<file path="config.mk">
export PLATFORM = sky130hd
export DESIGN_NAME = fetch_unit
export DESIGN_NICKNAME = d
export VERILOG_FILES = /design/src/rtl/fetch_unit_pkg.sv /design/src/rtl/fetch_unit.sv
export SDC_FILE = /design/constraint.sdc
export NUM_CORES = 1
export LEC_CHECK = 0
export CAP_MARGIN = 20
export CORE_ASPECT_RATIO = 0.8
export CORE_MARGIN = 3
export CORE_UTILIZATION = 25
export DETAILED_ROUTE_END_ITERATION = 10
export HOLD_SLACK_MARGIN = 0.15
export SYNTH_ARGS = -nofsm -noshare
export SYNTH_HDL_FRONTEND = slang
export SYNTH_SLANG_ARGS = --single-unit
</file>
<file path="constraint.sdc">
create_clock -name clock -period 3.5 [get_ports clock]
set_clock_uncertainty 0.2 [all_clocks]
set_input_delay 0.35 -clock clock [delete_from_list [all_inputs] [get_ports clock]]
set_output_delay 0.35 -clock clock [all_outputs]
set_load 0.05 [all_outputs]
</file>
<file path="src/rtl/fetch_unit_pkg.sv">
// Shared definitions for the instruction-fetch sequencer.
// Holds the 2-bit FSM state encoding and the default bus width.
// Imported by fetch_unit.
package fetch_unit_pkg;

  // IDLE samples the PC, REQ holds the memory read, HOLD presents the word.
  typedef enum logic [1:0] {
    ST_IDLE = 2'd0,
    ST_REQ  = 2'd1,
    ST_HOLD = 2'd2
  } fetch_state_t;

  localparam int FETCH_DEFAULT_BUS_WIDTH = 16;

endpackage

</file>
<file path="src/rtl/fetch_unit.sv">
// Instruction-fetch sequencer between the PC, instruction memory and decoder.
// Latency: 3 cycles per instruction minimum (IDLE, REQ, HOLD); +1 per memory wait or decoder stall cycle.
// Backpressure: holds the instruction in HOLD until instr_ready or jump; the memory request is held until mem_ready.
//
// Ports:
//   clock, reset            rising-edge clock, asynchronous active-high reset
//   pc_value                current PC from the program counter
//   pc_inc/pc_load/pc_in    PC controls, combinational, consumed at the same edge
//   mem_req/mem_addr        registered read request; address stable while requested
//   mem_ready/mem_data      memory response strobe and read data
//   instr_valid/instr       registered instruction register and its valid flag
//   instr_ready             decoder accepts the instruction
//   jump/jump_target        single-cycle redirect strobe and target address
module fetch_unit
  import fetch_unit_pkg::*;
#(
  parameter int BUS_WIDTH = FETCH_DEFAULT_BUS_WIDTH
) (
  input  logic                 clock,
  input  logic                 reset,
  input  logic [BUS_WIDTH-1:0] pc_value,
  output logic                 pc_inc,
  output logic                 pc_load,
  output logic [BUS_WIDTH-1:0] pc_in,
  output logic                 mem_req,
  output logic [BUS_WIDTH-1:0] mem_addr,
  input  logic                 mem_ready,
  input  logic [BUS_WIDTH-1:0] mem_data,
  output logic                 instr_valid,
  output logic [BUS_WIDTH-1:0] instr,
  input  logic                 instr_ready,
  input  logic                 jump,
  input  logic [BUS_WIDTH-1:0] jump_target
);

  fetch_state_t         r_state;
  fetch_state_t         w_next_state;
  logic [BUS_WIDTH-1:0] r_addr;
  logic [BUS_WIDTH-1:0] r_instr;
  logic                 r_flush;

  // Response handling in REQ. A response is only kept if no redirect has
  // been seen since the request went out (r_flush) and none arrives with it.
  logic w_in_req;
  logic w_accept;
  logic w_discard;
  logic w_defer_flush;

  always_comb begin
    w_in_req      = (r_state == ST_REQ);
    w_accept      = w_in_req &  mem_ready & ~jump & ~r_flush;
    w_discard     = w_in_req &  mem_ready & (jump | r_flush);
    // The read cannot be withdrawn, so a redirect during a wait is remembered
    // and the stale word is dropped when it finally arrives.
    w_defer_flush = w_in_req & ~mem_ready & jump;
  end

  // ---------------------------------------------------------------------
  // FSM: state register
  // ---------------------------------------------------------------------
  always_ff @(posedge clock or posedge reset) begin
    if (reset) begin
      r_state <= ST_IDLE;
    end else begin
      r_state <= w_next_state;
    end
  end

  // ---------------------------------------------------------------------
  // FSM: next-state logic
  // ---------------------------------------------------------------------
  always_comb begin
    w_next_state = r_state;
    case (r_state)
      ST_IDLE: begin
        // A jump here loads the PC at this edge; staying in IDLE lets the
        // next sample pick up the new PC value.
        if (jump) begin
          w_next_state = ST_IDLE;
        end else begin
          w_next_state = ST_REQ;
        end
      end
      ST_REQ: begin
        if (w_accept) begin
          w_next_state = ST_HOLD;
        end else if (w_discard) begin
          w_next_state = ST_IDLE;
        end else begin
          w_next_state = ST_REQ;
        end
      end
      ST_HOLD: begin
        // A jump retires the held instruction even without instr_ready.
        if (jump || instr_ready) begin
          w_next_state = ST_IDLE;
        end else begin
          w_next_state = ST_HOLD;
        end
      end
      default: begin
        w_next_state = ST_IDLE;
      end
    endcase
  end

  // ---------------------------------------------------------------------
  // FSM: outputs
  // ---------------------------------------------------------------------
  always_comb begin
    mem_req     = (r_state == ST_REQ);
    mem_addr    = r_addr;
    instr_valid = (r_state == ST_HOLD);
    instr       = r_instr;
    // pc_inc is suppressed whenever jump is high, so the two strobes never
    // overlap and the redirect always wins at the PC.
    pc_inc      = w_accept;
    pc_load     = jump;
    pc_in       = jump_target;
  end

  // ---------------------------------------------------------------------
  // Datapath registers
  // ---------------------------------------------------------------------
  // Fetch address: sampled from the PC only while idle, so mem_addr stays
  // put for the whole request even if the PC is loaded underneath it.
  always_ff @(posedge clock or posedge reset) begin
    if (reset) begin
      r_addr <= '0;
    end else if (r_state == ST_IDLE) begin
      r_addr <= pc_value;
    end
  end

  // Instruction register: written only on an accepted response.
  always_ff @(posedge clock or posedge reset) begin
    if (reset) begin
      r_instr <= '0;
    end else if (w_accept) begin
      r_instr <= mem_data;
    end
  end

  // Flush flag: set by a redirect while waiting, cleared when the
  // outstanding response is consumed (kept or dropped).
  always_ff @(posedge clock or posedge reset) begin
    if (reset) begin
      r_flush <= 1'b0;
    end else if (w_in_req && mem_ready) begin
      r_flush <= 1'b0;
    end else if (w_defer_flush) begin
      r_flush <= 1'b1;
    end
  end

endmodule

</file>
==> summary.md, run 1 <==
| Metric | Value |
|---|---|
| Final non-filler cell total | 241 |
| Share of layout cells above drive strength 1 | 27.0% |
| Num rows | 24 |
| Pre-CTS WS | 0.680 ns |
| Cells after Synth | 99 |
| Overall power | 2.53 mW |
| Critical path's slowest cell | clkdlybuf4s50_1 |
| Post-CTS Setup Bufs | 0 |
| Fin nets | 215 |
| CP Data Arrival Time | 2.25 ns |
| Post-Synthesis Net Count | 152 |
| Num ports | 105 |
| WL/cell | 14.0 microns |
| Largest net degree at the start of global routing | 26 |
| Vias | 978 |
| CP dominant cell by count | clkdlybuf4s50_1 |
| Post-DR vias/cell | 4.06 |
| IO Port Bufs | 72 |
| Seq pwr share | 28.4% |
| Final core utilization | 41.2% |
| Area grow syn2layout | 54.9% |
| Sequential area share after synthesis | 58.6% |
| Most frequent cells in the layout | clkdlybuf4s50_1, dfrtp_1, mux2_2 |
| Synth Area in Compound Gates | 1.76% |
| Req. time, crit path | 2.95 ns |
| Tightest Pin Transition | 0.825 ns |
| Cell family with most CP delay | buffers and inverters |
| Relative slew slack | 45.0% |
| Pwr Density | 1090 nW/um^2 |
| Worst Path Buf+Inv | 3 |
| Fin crit period | 2.80 ns |
| Final Instance Area | 2310 sq um |
| Largest family of logic cells by synthesized area | multiplexers |
| Final setup margin | 0.699 ns |
| Dpl cells | 231 |
| Synthesized-area fraction occupied by adder cells | 0% |
| Final setup viols | 0 |
| CTS-repair resized insts | 0 |
| Cell Int Power | 1.36 mW |
| Clock transition at path regs | 0.06 ns |
| Critical path class | in -> out |
| Synth Cell Area | 1490 sq um |
| RD Place Congestion | 0.656 |
| # hold bufs at CTS | 0 |
| Worst Path Max Fanout | 18 |
| Vias in the first global route | 1078 |
| Critical-path cell list | clkdlybuf4s50_1, nor2_1, nand3_4, inv_1, clkdlybuf4s50_1 |
| Final Max Slew Viols | 0 |
| First-pass GRT wire length | 5220 microns |
| Total of max-cap violations | 0 |
| Synth Area in XOR/XNOR | 0% |
| Total GRT Usage | 9.80% |
| CTS Buf Count | 5 |
| Mapped Avg Cell Area | 15.1 sq um |
| Reg-to-reg slack, setup | 1.66 ns |
| DP HPWL | 2580 microns |
| Final Hold Viols | 0 |
| Post-synthesis mux area share | 26.1% |
| Final WL | 3370 microns |
| Most common cell after layout, fill and taps aside | clkdlybuf4s50_1 |
| Final ANT Viol Nets | 0 |
| Switching share of power | 46.2% |
| Initial antenna violation count | 0 |
| DR DRC count | 0 |
| Hold slack | 0.307 ns |
| Worst VDD drop | 0.588 mV |
| Status | finished clean |
| Synth unique cells | 15 |
| CORE AREA | 5620 sq um |
| Worst-Skew Late Latency | 0.27 ns |
| Inserted Diodes | 0 |
| Period utilization | 80.0% |
| RSZ-0062 raised after global routing | false |
| Drt pass-1 iters | 2 |
| CP Launch Type | input pin |
| FF+latch count, synth | 35 |
| Die Area | 6940 sq um |
| Crit end category | output port |
| Setup TNS | 0 ns |
| Initial core utilization | 26.6% |
| Highest clock rate | 357 MHz |
| Leakage dissipation | 0.978 nW |
| Initial drt markers | 13 |
| DP Area | 2180 sq um |
| Die Ht | 75.1 microns |
| Comb pwr share | 59.2% |
| CTS Buffer Depth | 2 |
| Clk root buf | clkbuf_8 |
| Gr ovfl total | 0 |
| Synth Area in Simple Gates | 3.10% |
| CTS H-tree depth | 2 |
| Clock power share | 12.4% |
| Yosys warnings | 0 |
| Switching power | 1.17 mW |
| Critical path's largest stage delay | 0.80 ns |
| Hold WC Path Type | reg -> reg |
| CTS sink cnt | 35 |
| CTS tree | yes |
| Die Span X | 92.4 microns |
[Yosys cell counts]
| cell | instances | area, sq um |
|---|---|---|
| o41ai_1 | 1 | 8.76 |
| mux2_2 | 24 | 270 |
| nor2_1 | 2 | 7.51 |
| a21oi_1 | 2 | 10.0 |
| and2b_2 | 1 | 8.76 |
| dfrtp_1 | 35 | 876 |
| buf_4 | 17 | 128 |
| inv_1 | 3 | 11.3 |
| buf_6 | 1 | 11.3 |
| nand3_4 | 1 | 17.5 |
| mux2_4 | 8 | 120 |
| a211oi_1 | 1 | 7.51 |
| nor2_2 | 1 | 6.26 |
| nor2b_1 | 1 | 6.26 |
| buf_2 | 1 | 5.00 |
[worst reg2reg max path: stages, from the launching register on]
cell and delay, ns:
dfrtp_1 0.44, nor2_2 0.66, mux2_2 0.43
[sequential cells by signal, indices dropped and copies added (netlist names)]
signal / flops
instr: 16
r_flush: 1
r_state: 2
mem_addr: 16
[logic make-up (layout without fill, tap and decap cells)]
family / Yosys count / after routing
flops: 35 / 35
mux: 32 / 32
buf+inv: 22 / 86
simple gates: 6 / 6
compound gates: 4 / 4
[worst paths after layout]
path,start,to,cells after the start
min,mem_addr[0]$_DFFE_PP0N_,mem_addr[0]$_DFFE_PP0N_,1
max reg2reg,r_state[0]$_DFF_PP0_,mem_addr[9]$_DFFE_PP0N_,2
min reg2reg,mem_addr[0]$_DFFE_PP0N_,mem_addr[0]$_DFFE_PP0N_,1
min in group asynchronous,reset,mem_addr[5]$_DFFE_PP0N_,3
max in group asynchronous,reset,mem_addr[14]$_DFFE_PP0N_,5
max,jump,pc_inc,5
[power by group through the flow]
stage          clock (mW)  sequential, mW  combinational, mW
2_1_floorplan           0            1.38              0.386
3_3_place_gp            0           0.709               1.49
3_5_place_dp            0           0.723               1.51
4_1_cts             0.330           0.722               1.51
5_1_grt             0.347           0.744               1.56
6_report            0.314           0.720               1.50
[layout make-up]
type | count | area (sq um)
clock buffer | 8 | 100
sequential | 35 | 876
multi-input combinational | 42 | 463
tap | 78 | 97.6
timing repair buffer | 75 | 766
fill | 538 | 3300
inverter | 3 | 11.3
[routing by layer]
layer | global-route usage (%) | part of all wire, % | vias to the layer above
met5 | 0 | 0 | -
li1 | - | - | 445
met2 | 16.7 | 51 | 51
met3 | 3.60 | 7.8 | 8
met1 | 11.6 | 40 | 474
met4 | 3.46 | 0.77 | 0
(Power assumes the default switching activity.)
==> run 2: changes to the inputs <==
- clock period: 3.5 -> 2.78 ns (I/O delays scaled with it)
==> run 2 against run 1 <==
Cell count down 0.41%; sequential power up 25%; register-to-register slack worse by 0.72 ns; count of clock-buffer cells in the layout unchanged; routed wire length down 2.1%; critical path depth down 3; hold slack worse by 0.0026 ns; clock power up 26%; utilization down 0.53 points; cell area down 1.3%; first-iteration DRC count up 38%.
==> summary.md, run 2 (synthesis results as in run 1) <==
| Metric | Value |
|---|---|
| Switching power | 1.46 mW (+25%) |
| Clock transition at path regs | 0.07 ns (about the same) |
| Fillcell total | 525 (-2.4%) |
| Fin nets | 214 (-0.47%) |
| Total GRT Usage | 9.83% (+0.032 points) |
| Cell Int Power | 1.71 mW (+26%) |
| Initial core utilization | 26.6% (unchanged) |
| Dpl cells | 231 (unchanged) |
| Initial drt markers | 18 (+5) |
| Period utilization | 81.9% |
| Vias | 999 (+2.1%) |
| Overall power | 3.17 mW (+25%) |
| DR DRC count | 0 (unchanged) |
| Total of max-cap violations | 0 (unchanged) |
| Relative slew slack | 44.3% (-0.68 points) |
| Final setup margin | 0.503 ns (-0.196 ns) |
| Final ANT Viol Nets | 0 (unchanged) |
| Final non-filler cell total | 240 (-0.41%) |
| Final WL | 3300 microns (-2.1%) |
| Seq pwr share | 28.3% (about the same) |
| Final Max Slew Viols | 0 (unchanged) |
| Num ports | 105 (unchanged) |
| Pre-CTS WS | 0.658 ns (-0.0219 ns) |
| Comb pwr share | 59.2% (about the same) |
| Fin crit period | 2.28 ns |
| Post-CTS Setup Bufs | 0 (unchanged) |
| CTS tree | yes |
| CTS-repair resized insts | 0 (unchanged) |
| Initial antenna violation count | 0 (unchanged) |
| WL/cell | 13.8 microns (-1.7%) |
| CTS sink cnt | 35 (unchanged) |
| Hold WC Path Type | reg -> reg |
| CTS H-tree depth | 2 (unchanged) |
| Pwr Density | 1390 nW/um^2 (+27%) |
| First-pass GRT wire length | 5240 microns (+0.40%) |
| Inserted Diodes | 0 (unchanged) |
| Clock power share | 12.5% (about the same) |
| Drt pass-1 iters | 3 (+1) |
| Vias in the first global route | 1132 (+5.0%) |
| Die Ht | 75.1 microns (unchanged) |
| Highest clock rate | 439 MHz |
| Crit end category | output port |
| Gr ovfl total | 0 (unchanged) |
| Post-DR vias/cell | 4.16 (+2.6%) |
| Worst-Skew Late Latency | 0.27 ns (about the same) |
| Share of layout cells above drive strength 1 | 27.2% (+0.17 points) |
| Die Span X | 92.4 microns (unchanged) |
| Final Hold Viols | 0 (unchanged) |
| Final core utilization | 40.7% (-0.53 points) |
| CP Launch Type | register |
| Clk root buf | clkbuf_8 |
| RSZ-0062 raised after global routing | false |
| RD Place Congestion | 0.683 (+4.0%) |
| IO Port Bufs | 72 (unchanged) |
| DP HPWL | 2490 microns (-3.4%) |
| Die Area | 6940 sq um (unchanged) |
| CTS Buffer Depth | 2 (unchanged) |
| CP Data Arrival Time | 1.80 ns (-0.45 ns) |
| Status | finished clean |
| Worst Path Max Fanout | 4 (-14) |
| Req. time, crit path | 2.30 ns (-0.65 ns) |
| Num rows | 24 (unchanged) |
| Worst VDD drop | 0.572 mV (-2.7%) |
| Area grow syn2layout | 52.8% |
| Tightest Pin Transition | 0.835 ns (+0.0101 ns) |
| Switching share of power | 46.1% (-0.13 points) |
| Critical path class | reg -> out |
| Setup TNS | 0 ns (unchanged) |
| Most common cell after layout, fill and taps aside | clkdlybuf4s50_1 |
| Leakage dissipation | 0.967 nW (-1.1%) |
| Final setup viols | 0 (unchanged) |
| Most frequent cells in the layout | clkdlybuf4s50_1, dfrtp_1, mux2_2 |
| Largest net degree at the start of global routing | 26 (unchanged) |
| CORE AREA | 5620 sq um (unchanged) |
| CTS Buf Count | 5 (unchanged) |
-- run 2: critical path, stage by stage, from the launching register on --
cell	delay (ns)
dfrtp_1	0.42
and2b_2	0.29
clkdlybuf4s50_1	0.82
-- run 2: area by class of cell --
class	instances	area, sq um	area share, %
timing repair buffer	74	736	32.2
sequential	35	876	38.4
inverter	3	11.3	0.493
tap	78	97.6	4.27
multi-input combinational	42	463	20.3
clock buffer	8	100	4.38
-- run 2: power groups by stage --
| stage | logic, mW | clock network [mW] | registers (mW) |
|---|---|---|---|
| 2_1_floorplan | 0.486 | 0 | 1.74 |
| 3_3_place_gp | 1.87 | 0 | 0.892 |
| 3_5_place_dp | 1.89 | 0 | 0.909 |
| 4_1_cts | 1.90 | 0.418 | 0.903 |
| 5_1_grt | 1.95 | 0.441 | 0.931 |
| 6_report | 1.88 | 0.396 | 0.898 |
-- run 2: path summary, 6_finish.rpt --
check / cells past startpoint / slack (ns) / startpoint / end
worst max-delay path: 2 / 0.50 / r_state[1]$_DFF_PP0_ / mem_req
worst min-delay path: 1 / 0.30 / instr[11]$_DFFE_PP0P_ / instr[11]$_DFFE_PP0P_
worst max register to register: 2 / 0.94 / r_state[0]$_DFF_PP0_ / mem_addr[15]$_DFFE_PP0N_
worst min register to register: 1 / 0.30 / instr[11]$_DFFE_PP0P_ / instr[11]$_DFFE_PP0P_
max in group asynchronous: 4 / 1.05 / reset / instr[10]$_DFFE_PP0P_
min in group asynchronous: 3 / 0.64 / reset / mem_addr[15]$_DFFE_PP0N_
-- run 2: what timing repair did --
item | in CTS | in global routing
endpoints found under the setup margin | 0 | 0
endpoints found under the hold margin | 10 | 0
hold buffers | 1 | 0
-- run 2: per-layer routing --
layer | wire [microns] | share of wire, % | GRT usage, %
met1 | 1370 | 42 | 11.5
met2 | 1560 | 47 | 15.6
met3 | 318 | 9.6 | 4.60
met4 | 46 | 1.4 | 4.45
met5 | 0 | 0 | 0
-- run 2: through the flow --
| stage | hold slack, ns | instance area, sq um |
|---|---|---|
| global placement | 0.274 | 2170 |
| global route | 0.318 | 2280 |
| floorplan | 0.162 | 1490 |
| CTS | 0.308 | 2280 |
| detailed placement | 0.281 | 2170 |
| finish | 0.305 | 2280 |
==> run 3: changes to the inputs <==
- clock period: 2.78 -> 2.2 ns (I/O delays scaled with it)
==> run 3 against run 2 <==
Routed wire length is 3.3% higher; critical path depth is 1 higher; sequential share of layout area is 0.46 points lower; cell area is 1.2% higher; register-to-register slack worse by 0.43 ns.
==> summary.md, run 3 (synthesis results as in run 1) <==
| Metric | Value |
|---|---|
| Status | finished clean |
| Switching power | 1.87 mW (+28%) |
| Hold slack | 0.240 ns (-0.0645 ns) |
| Initial drt markers | 21 (+3) |
| Total of max-cap violations | 0 (unchanged) |
| CP Data Arrival Time | 1.67 ns (-0.13 ns) |
| Cell Int Power | 2.17 mW (+27%) |
| CP Launch Type | register |
| Clock power share | 12.6% (about the same) |
| First-pass GRT wire length | 5520 microns (+5.4%) |
| Inserted Diodes | 0 (unchanged) |
| RSZ-0062 raised after global routing | false |
| Num rows | 24 (unchanged) |
| Switching share of power | 46.2% (+0.091 points) |
| CTS sink cnt | 35 (unchanged) |
| Area grow syn2layout | 54.7% |
| Die Area | 6940 sq um (unchanged) |
| Register Area | 876 sq um (unchanged) |
| CTS Buf Count | 5 (unchanged) |
| Share of layout cells above drive strength 1 | 28.8% (+1.7 points) |
| Clk root buf | clkbuf_8 |
| Worst VDD drop | 1.03 mV (+79%) |
| Most frequent cells in the layout | clkdlybuf4s50_1, dfrtp_1, mux2_2 |
| IO Port Bufs | 72 (unchanged) |
| Initial antenna violation count | 0 (unchanged) |
| DR DRC count | 0 (unchanged) |
| Num ports | 105 (unchanged) |
| Multi-input gate area | 463 sq um (unchanged) |
| Drt pass-1 iters | 4 (+1) |
| Comb pwr share | 59.1% (about the same) |
| Final setup viols | 0 (unchanged) |
| Die Span X | 92.4 microns (unchanged) |
| Initial core utilization | 26.6% (unchanged) |
| Post-DR vias/cell | 4.14 (-0.61%) |
| Cell family with most CP delay | buffers and inverters |
| Critical path's slowest cell | clkdlybuf4s50_1 |
| Gr ovfl total | 0 (unchanged) |
| Hold_sp | jump_target[14] |
| Period utilization | 94.9% |
| RD Place Congestion | 0.670 (-1.9%) |
| Reg2Reg Capture Point | instr[9]$_DFFE_PP0P_ |
| Cells on Worst Hold Path | 0 (-1) |
| Critical path class | reg -> out |
| Tightest Pin Transition | 0.515 ns (-0.320 ns) |
| WL/cell | 14.1 microns (+2.9%) |
| Most common cell after layout, fill and taps aside | clkdlybuf4s50_1 |
| Largest net degree at the start of global routing | 26 (unchanged) |
| Reg2reg start | r_state[0]$_DFF_PP0_ |
| Hold WC Path Type | in -> out |
| DP HPWL | 2580 microns (+3.9%) |
| Final core utilization | 41.2% (+0.49 points) |
| Crit end category | output port |
| CTS Buffer Depth | 2 (unchanged) |
| Setup TNS | 0 ns (unchanged) |
| Hold Path Sink | pc_in[14] |
| CTS H-tree depth | 2 (unchanged) |
| Die Ht | 75.1 microns (unchanged) |
| Fillcell total | 521 (-0.76%) |
| Final Max Slew Viols | 0 (unchanged) |
| Critical path's largest stage delay | 0.81 ns (about the same) |
| Final ANT Viol Nets | 0 (unchanged) |
| Final Hold Viols | 0 (unchanged) |
| Reg-to-reg slack, setup | 0.51 ns (-0.43 ns) |
| CTS tree | yes |
| Seq pwr share | 28.3% (about the same) |
| Req. time, crit path | 1.78 ns (-0.52 ns) |
| Vias in the first global route | 1135 (+0.27%) |
| Clock transition at path regs | 0.07 ns (about the same) |
| Highest clock rate | 479 MHz |
| Worst-Skew Late Latency | 0.28 ns (about the same) |
| Overall power | 4.04 mW (+27%) |
| Relative slew slack | 65.5% (+21 points) |
| Worst Path Max Fanout | 4 (unchanged) |
| CORE AREA | 5620 sq um (unchanged) |
| Post-CTS Setup Bufs | 0 (unchanged) |
| Fin nets | 215 (+0.47%) |
| Total GRT Usage | 10.3% (+0.51 points) |
| Leakage dissipation | 0.981 nW (+1.5%) |
| Vias | 997 (-0.20%) |
| Critical-path cell list | inv_1, nor2_1, clkdlybuf4s50_1 |
| Worst Path Buf+Inv | 2 (+1) |
| Pwr Density | 1750 nW/um^2 (+26%) |
| Fin crit period | 2.09 ns |
| R2R cell count | 3 (+1) |
| Final WL | 3410 microns (+3.3%) |
## run 3: worst register-to-register path, cell delays in order (launching register included)
cell	delay [ns]
dfrtp_1	0.45
and2b_2	0.27
nand3_4	0.27
mux2_2	0.38
## run 3: timing repair
action                                  CTS  global route
endpoints found under the hold margin    10             0
hold buffers                              1             0
endpoints found under the setup margin    0             0
resized for setup                         0             0
## run 3: worst max path at each step
stage                         startpoint          end  slack [ns]  cells after the start
finish              r_state[1]$_DFF_PP0_  instr_valid        0.11                      3
detailed placement                  jump       pc_inc        0.19                      5
global placement                    jump       pc_inc        0.29                      5
CTS                 r_state[1]$_DFF_PP0_  instr_valid         0.1                      3
global route        r_state[1]$_DFF_PP0_  instr_valid        0.02                      3
floorplan           r_state[1]$_DFF_PP0_       pc_inc        0.30                      4
## run 3: through the flow
step,cells,setup slack (ns),area (sq um)
floorplan,99,0.299,1490
global route,241,0.0185,2310
finish,241,0.113,2310
detailed placement,232,0.187,2200
global placement,232,0.289,2200
CTS,241,0.0985,2310
## run 3: power groups by stage
stage	sequential (mW)	clock [mW]	combinational, mW
2_1_floorplan	2.19	0	0.614
3_3_place_gp	1.13	0	2.38
3_5_place_dp	1.15	0	2.41
4_1_cts	1.15	0.529	2.42
5_1_grt	1.19	0.557	2.48
6_report	1.14	0.510	2.39
## run 3: cell type report
| type | count | share of cell area (%) |
|---|---|---|
| Clock buffer | 8 | 4.33 |
| Inverter | 3 | 0.487 |
| Multi-Input combinational cell | 42 | 20.0 |
| Sequential cell | 35 | 37.9 |
| Tap cell | 78 | 4.22 |
| Timing Repair Buffer | 75 | 33.0 |
## run 3: per-layer routing
metal	up-vias	wire (microns)	global-route usage, %
met5	-	0	0
met4	0	31	3.95
met3	8	338	4.20
met2	58	1690	17.2
met1	488	1350	12.2
li1	443	-	-
